===== config.mk =====
export PLATFORM = sky130hd
export DESIGN_NAME = hazard_ctrl
export DESIGN_NICKNAME = d
export VERILOG_FILES = /design/src/rtl/hazard_ctrl.sv
export SDC_FILE = /design/constraint.sdc
export NUM_CORES = 1
export LEC_CHECK = 0
export BUFFER_PORTS_ARGS = -buffer_cell sky130_fd_sc_hd__buf_2
export CORE_MARGIN = 5
export CORE_UTILIZATION = 40
export DETAILED_ROUTE_END_ITERATION = 7
export PLACE_DENSITY = 0.7
export SLEW_MARGIN = 20
export SYNTH_ARGS = -nofsm -noshare
export SYNTH_HDL_FRONTEND = slang
export SYNTH_SLANG_ARGS = --single-unit

===== constraint.sdc =====
create_clock -name clk -period 3.5 [get_ports clk]
set_clock_uncertainty 0.15 [all_clocks]
set_input_delay 0.875 -clock clk [delete_from_list [all_inputs] [get_ports clk]]
set_output_delay 0.875 -clock clk [all_outputs]
set_load 0.02 [all_outputs]

===== src/rtl/hazard_ctrl.sv =====
// Pipeline hazard unit: stall/flush control for F/D, D/E, E/M, M/W registers, E-stage forwarding selects,
// data-cache miss wait with watchdog, and saturating stall/flush performance counters.
module hazard_ctrl #(
  parameter int CNT_W   = 32,
  parameter int TIMEOUT = 256
) (
  input  logic             clk,
  input  logic             rst_n,
  input  logic [4:0]       Rs1D,
  input  logic [4:0]       Rs2D,
  input  logic [4:0]       Rs1E,
  input  logic [4:0]       Rs2E,
  input  logic [4:0]       RdE,
  input  logic             RegWriteE,
  input  logic [1:0]       ResultSrcE,
  input  logic             PCSrcE,
  input  logic [4:0]       RdM,
  input  logic [4:0]       RdW,
  input  logic             RegWriteM,
  input  logic             RegWriteW,
  input  logic             MissM,
  input  logic             RefillDone,
  output logic             StallF,
  output logic             StallD,
  output logic             StallE,
  output logic             StallM,
  output logic             FlushD,
  output logic             FlushE,
  output logic [1:0]       ForwardAE,
  output logic [1:0]       ForwardBE,
  output logic             mem_timeout,
  output logic [CNT_W-1:0] stall_cnt,
  output logic [CNT_W-1:0] flush_cnt
);

  localparam logic [0:0] RUN      = 1'b0;
  localparam logic [0:0] MEM_WAIT = 1'b1;

  localparam int              WD_W    = $clog2(TIMEOUT);
  localparam logic [WD_W-1:0] WD_LAST = WD_W'(TIMEOUT - 1);
  localparam logic [CNT_W-1:0] CNT_MAX = {CNT_W{1'b1}};

  logic [0:0]      state_q, state_d;
  logic [WD_W-1:0] wd_q, wd_d;
  logic            timeout_q, timeout_d;
  logic [CNT_W-1:0] stall_cnt_q, flush_cnt_q;
  logic            load_use_s;

  // M stage wins over W; x0 is a constant and never forwarded.
  function automatic logic [1:0] fwd_sel(input logic [4:0] rs, input logic [4:0] rd_m, input logic wr_m,
                                         input logic [4:0] rd_w, input logic wr_w);
    if (wr_m && (rd_m != 5'd0) && (rd_m == rs)) begin
      return 2'b10;
    end else if (wr_w && (rd_w != 5'd0) && (rd_w == rs)) begin
      return 2'b01;
    end else begin
      return 2'b00;
    end
  endfunction

  assign ForwardAE = fwd_sel(Rs1E, RdM, RegWriteM, RdW, RegWriteW);
  assign ForwardBE = fwd_sel(Rs2E, RdM, RegWriteM, RdW, RegWriteW);

  assign load_use_s = (ResultSrcE == 2'b01) && RegWriteE && (RdE != 5'd0) &&
                      ((RdE == Rs1D) || (RdE == Rs2D));

  // Stall/flush decode and next-state logic for the miss-wait FSM and watchdog.
  always_comb begin
    StallF    = 1'b0;
    StallD    = 1'b0;
    StallE    = 1'b0;
    StallM    = 1'b0;
    FlushD    = 1'b0;
    FlushE    = 1'b0;
    state_d   = state_q;
    wd_d      = wd_q;
    timeout_d = timeout_q;
    case (state_q)
      RUN: begin
        if (MissM) begin
          {StallF, StallD, StallE, StallM} = 4'b1111;
          state_d = MEM_WAIT;
          wd_d    = '0;
        end else if (PCSrcE) begin
          FlushD = 1'b1;
          FlushE = 1'b1;
        end else if (load_use_s) begin
          StallF = 1'b1;
          StallD = 1'b1;
          FlushE = 1'b1;
        end else begin
          state_d = RUN;
        end
      end
      MEM_WAIT: begin
        {StallF, StallD, StallE, StallM} = 4'b1111;
        wd_d = wd_q + WD_W'(1);
        // A refill arriving on the last watchdog cycle counts as a normal exit.
        if (RefillDone) begin
          state_d = RUN;
        end else if (wd_q == WD_LAST) begin
          state_d   = RUN;
          timeout_d = 1'b1;
        end else begin
          state_d = MEM_WAIT;
        end
      end
      default: begin
        state_d = RUN;
      end
    endcase
  end

  // FSM, watchdog and sticky timeout flag.
  always_ff @(posedge clk or negedge rst_n) begin
    if (!rst_n) begin
      state_q   <= RUN;
      wd_q      <= '0;
      timeout_q <= 1'b0;
    end else begin
      state_q   <= state_d;
      wd_q      <= wd_d;
      timeout_q <= timeout_d;
    end
  end

  // Saturating performance counters.
  always_ff @(posedge clk or negedge rst_n) begin
    if (!rst_n) begin
      stall_cnt_q <= '0;
      flush_cnt_q <= '0;
    end else begin
      if (StallF && (stall_cnt_q != CNT_MAX)) begin
        stall_cnt_q <= stall_cnt_q + CNT_W'(1);
      end
      if (FlushE && (flush_cnt_q != CNT_MAX)) begin
        flush_cnt_q <= flush_cnt_q + CNT_W'(1);
      end
    end
  end

  assign mem_timeout = timeout_q;
  assign stall_cnt   = stall_cnt_q;
  assign flush_cnt   = flush_cnt_q;

endmodule


Word-level counts from Yosys, hierarchy flattened --
Cells that the tools add are included.
Word-level totals: flip-flop bits (word level) 74, latch bits 0, memory bits (writable) 0, ROM bits 0, input port bits 45, output and inout port bits 75, logic and storage cells 58, memories kept 0
Operators by class: add/sub/neg operators 3, $mul 0, div/mod/pow operators 0, magnitude comparators 0, equal/unequal tests 11, shifts and indexed selects 0, mux-type cells 21, bitwise operators 2, reductions and logical operators 16
Operators with widths (number):
- adder 32 x 1 -> 32 bit, second input constant | 2
- inequality test 32 bit, second input constant | 2
- equality test 5 bit | 6
- case mux 8 bit (2 select lines) | 1
- nonzero test 5 bit | 3
- two-way mux 1 bit | 14
- logical AND 1 bit | 11
- adder 8 x 1 -> 8 bit, second input constant | 1
- equality test 8 bit, second input constant | 1
- two-way mux 8 bit | 1
- case mux 1 bit (2 select lines) | 3
- two-way mux 2 bit | 2
- AND reduction 3 bit | 1
- equality test 2 x 1 -> 1 bit, second input constant | 1
- inequality test 2 bit, second input constant | 1
- inverter 1 bit | 2
- logical OR 1 bit | 1

Logic depth before layout (Yosys ltp) --
word-level depth 9, depth in mapped cells 8, depth with buffers taken out 7

Worst setup path before layout --
Ideal clock, no wire load.
path type input-to-output, start in RdM[1], end out ForwardAE[0], arrival 2.492 ns, required time 2.475 ns, slack -0.017 ns, cell stages on the path 4, buffers on the path 0, cell sequence or4_1 -> o21ai_0 -> nor4_1 -> nor4_1
Between the ends: word-level cells in the longest chain between the ends 4, elaborated cells on any way between the ends 5, those cells by class 1 x eq/ne; 1 x mux; 3 x reduce/logical
Ends and longest elaborated chain:
- from (decl) | RTL line 17 | input logic [4:0] RdM,
- nonzero test 5 bit | RTL line 52 | if (wr_m && (rd_m != 5'd0) && (rd_m == rs)) begin
- logical AND 1 bit | RTL line 52
- logical AND 1 bit * | RTL line 52
- two-way mux 2 bit * | RTL line 52
- to (decl) | RTL line 29 | output logic [1:0] ForwardAE,
Every way passes the cells marked *; elsewhere a longest branch is shown, timed or not.

Worst setup path after layout --
start in RdM[1], end out ForwardBE[0]
Between the ends: word-level cells in the longest chain between the ends 4, elaborated cells on any way between the ends 5, those cells by class 1 x eq/ne; 1 x mux; 3 x reduce/logical
Ends and longest elaborated chain:
- nonzero test 5 bit | RTL line 52
- logical AND 1 bit | RTL line 52
- logical AND 1 bit * | RTL line 52
- two-way mux 2 bit * | RTL line 52
- to (decl) | RTL line 30 | output logic [1:0] ForwardBE,
Marks and branches as above.

==> summary.txt <==
Worst setup path
  • Setup crit end: ForwardBE[0]
  • Reg2Reg Setup Slack: 1040 ps
  • Worst Path Class, Setup: primary input to output pin
  • Crit end category: output pin
  • CP arrival: ~2400 ps
  • Worst Path Max Fanout: 3
  • Cells on worst reg2reg path: 7
  • Critical path launch point type: primary input
  • R2r endpoint: flush_cnt[1]
  • Crit path launch: RdM[1]
  • WP data required: 2470 ps
  • Reg-to-reg startpoint: flush_cnt[0]

Place
  • HPWL after detailed placement: 7450 um
  • Port bufs: 119
  • Final Wtd Congestion: 1.03
  • DP Cell Count: 658

Power
  • Leak: 2.44 nW
  • Peak supply drop: 0.000267 V
  • Seq pwr share: 48.3%
  • P_sw: between 0.8 and 0.9 mW
  • Clock share of power: 26.6%
  • P_int: 1.45 mW
  • Total power: 2.26 mW
  • Pwr dens: 452 nW/um^2
  • Combinational fraction of design power: between 20% and 30%
  • Sw Share: 35.9%

Drt
  • Vias per inst: ~5.3
  • Antenna-violating nets left: 0
  • Via count: 3562
  • Wire per inst: 14.9 um
  • Initial DRC count: 219
  • Final routed DRC violation total: 0
  • DRT Pass-1 Iters: 4
  • Post-Route WL: approximately 10000 um

Clocking
  • Post-CTS Resized: 0
  • H-tree Lvls: 3
  • Worst skew pair latency: 350 ps
  • CTS tree: done
  • Cts hold-fix bufs: 0
  • Num Clock Sinks: 74
  • CTS Buffer Depth: 2
  • Num CTS Buffers: 9
  • Worst-path clk slew: 70 ps
  • Setup repair bufs after CTS: 0
  • Root Driver: clkbuf_8

Synthesis
  • Post-Synth Simple-Gate Area: 26.6%
  • Yosys cell types: 42
  • Syn Inst Count: between 400 and 500
  • Ys flop type: dfrtp_1
  • Sequential area share after synthesis: 45.8%
  • XOR/XNOR share of the synthesized area: 19.9%
  • Fraction of the mapped netlist area in adder cells: less than 1%
  • Asr flop ratio synth: 100%
  • Post-synthesis mux area share: 1.30%
  • Complex-gate fraction of the synthesized area: under 10%
  • Syn nets: 459
  • Synthesized flop and latch total: 74
  • Mapped Area: 4040 um^2
  • Largest family of logic cells by synthesized area: simple AND/OR/NAND/NOR gates
  • Syn Area/Cell: roughly 9.8 um^2
  • Synth top area share: 45.8%
  • Largest cells by area after synthesis: dfrtp_1, xor2_1, xnor2_1
  • Biggest area consumer among synthesized cells: dfrtp_1
  • Synth warnings: 0
  • Number of synthesized flops with an enable pin: 0

GRT
  • Largest net degree at the start of global routing: 43
  • Antenna violations before repair: 0
  • Remaining Overflow, GRT: 0
  • Number of global-route vias before repair: 3652
  • Total GRT Usage: 16.8%
  • First-pass GRT wire length: 17300 um

Die
  • Die area: 12200 um^2
  • Number of I/O pins: 120
  • Die H: 111 um
  • Die W: 111 um
  • Initial Utilization: between 40% and 50%
  • CORE AREA: 9820 um^2
  • Core Rows: 36

Final layout
  • Ant. Diodes: 0
  • Non-Filler Instances: 674
  • Filler cells: about 950
  • Fraction of layout cells with a size suffix above 1: 28.7%
  • Synth-to-layout area growth: 23.8%
  • Final nets: roughly 600

Timing
  • Maximum clock rate: just under 300 MHz
  • Normalized max-slew margin: 47.1%
  • Tmin final: 3380 ps
  • Slew @ Worst Pin: 794 ps
  • Final hold violation count: 0
  • Setup-failing EPs final: 0
  • RSZ-0062 raised after global routing: no
  • Period utilization: 96.5%
  • Setup TNS: 0 ps
  • Final Max Tran Viols: 0

Min path
  • Worst min path class: flop to flop

Flow run
  • Max_cap viols: 0

Status
  • Status: finished clean
==> sequential cells by signal, summed over array words and instances (netlist names) <==
name / flops
flush_cnt: 32
stall_cnt: 32
mem_timeout: 1
wd_q: 8
state_q: 1
==> cell families (layout without fill, tap and decap cells) <==
family	after synthesis	count (layout)
xor+xnor	92	92
flops	74	74
mux	5	5
simple gates	192	192
buf+inv	26	156
fa+ha+maj	3	3
compound gates	19	19
==> metrics by stage <==
stage	area, um^2	util (%)	hold WS (ps)	setup WS, ps
finish	5000	50.9	339	122
global route	5000	50.9	363	68.9
CTS	5000	50.9	344	166
detailed placement	4830	49.2	325	166
global placement	4830	49.2	307	188
floorplan	4050	-	308	187
==> worst min path at each step <==
stage                             start            end  slack, ps  cells past startpoint
after detailed placement    mem_timeout    mem_timeout        330                      1
final                     flush_cnt[21]  flush_cnt[21]        340                      1
after floorplan                 wd_q[7]        wd_q[7]        310                      1
after CTS                 stall_cnt[28]  stall_cnt[28]        340                      1
after global placement      mem_timeout    mem_timeout        310                      1
after global routing      flush_cnt[29]  flush_cnt[29]        360                      1
==> layout by cell type (no fill, tap or decap), drive strengths merged, types with 6 or more instances in the layout <==
cell / synthesis / final
and3: 7 / 7
buf: 7 / 127
clkbuf: 6 / 11
dfrtp: 74 / 74
inv: 13 / 13
nand2: 31 / 31
nand2b: 6 / 6
nand3: 30 / 30
nand4: 17 / 17
nor2: 19 / 19
nor3: 35 / 35
nor4: 21 / 21
o21ai: 10 / 10
xnor2: 25 / 25
xor2: 67 / 67
==> power by group through the flow <==
stage	Clock (mW)	Sequential [mW]	Combinational [mW]
finish	0.602	1.09	0.568
global route	0.666	1.12	0.621
CTS	0.619	1.10	0.574
detailed placement	0	1.11	0.572
global placement	0	1.10	0.560
floorplan	0	1.19	0.252
==> cell type report <==
class                      instances  area, um^2  area share, %
multi-input combinational        311        2100           41.9
sequential                        74        1850           37.0
timing repair buffer             127         668           13.4
tap                              133         166           3.33
clock buffer                      11         141           2.83
inverter                          13        48.8          0.975
clock inverter                     5        30.0          0.600
==> worst max-delay path, cell delays in order <==
cell and delay (ps):
buf_2 120, or4_1 500, o21ai_0 240, nor4_1 130
nor4_2 280, buf_2 210
==> routing by layer <==
| layer | GRT usage [%] | wire length (um) |
|---|---|---|
| met3 | 5.69 | 688 |
| met2 | 27.1 | 4820 |
| met5 | 0 | 0 |
| met4 | 6.90 | 268 |
| met1 | 20.6 | 4270 |
==> cell usage after synthesis (all sizes together), types with 2 or more instances <==
cell / instances
and4: 4
nand2: 31
nand3b: 2
ha: 3
or4: 5
a21oi: 3
mux2i: 3
nand2b: 6
nor3b: 3
dfrtp: 74
nand4: 17
and2: 2
nor2b: 3
buf: 7
nor2: 19
o21ai: 10
inv: 13
nand3: 30
o211ai: 2
nor3: 35
nor4: 21
mux2: 2
xnor2: 25
xor2: 67
and3: 7
clkbuf: 6
nor4b: 3
(Power assumes the default switching activity.)
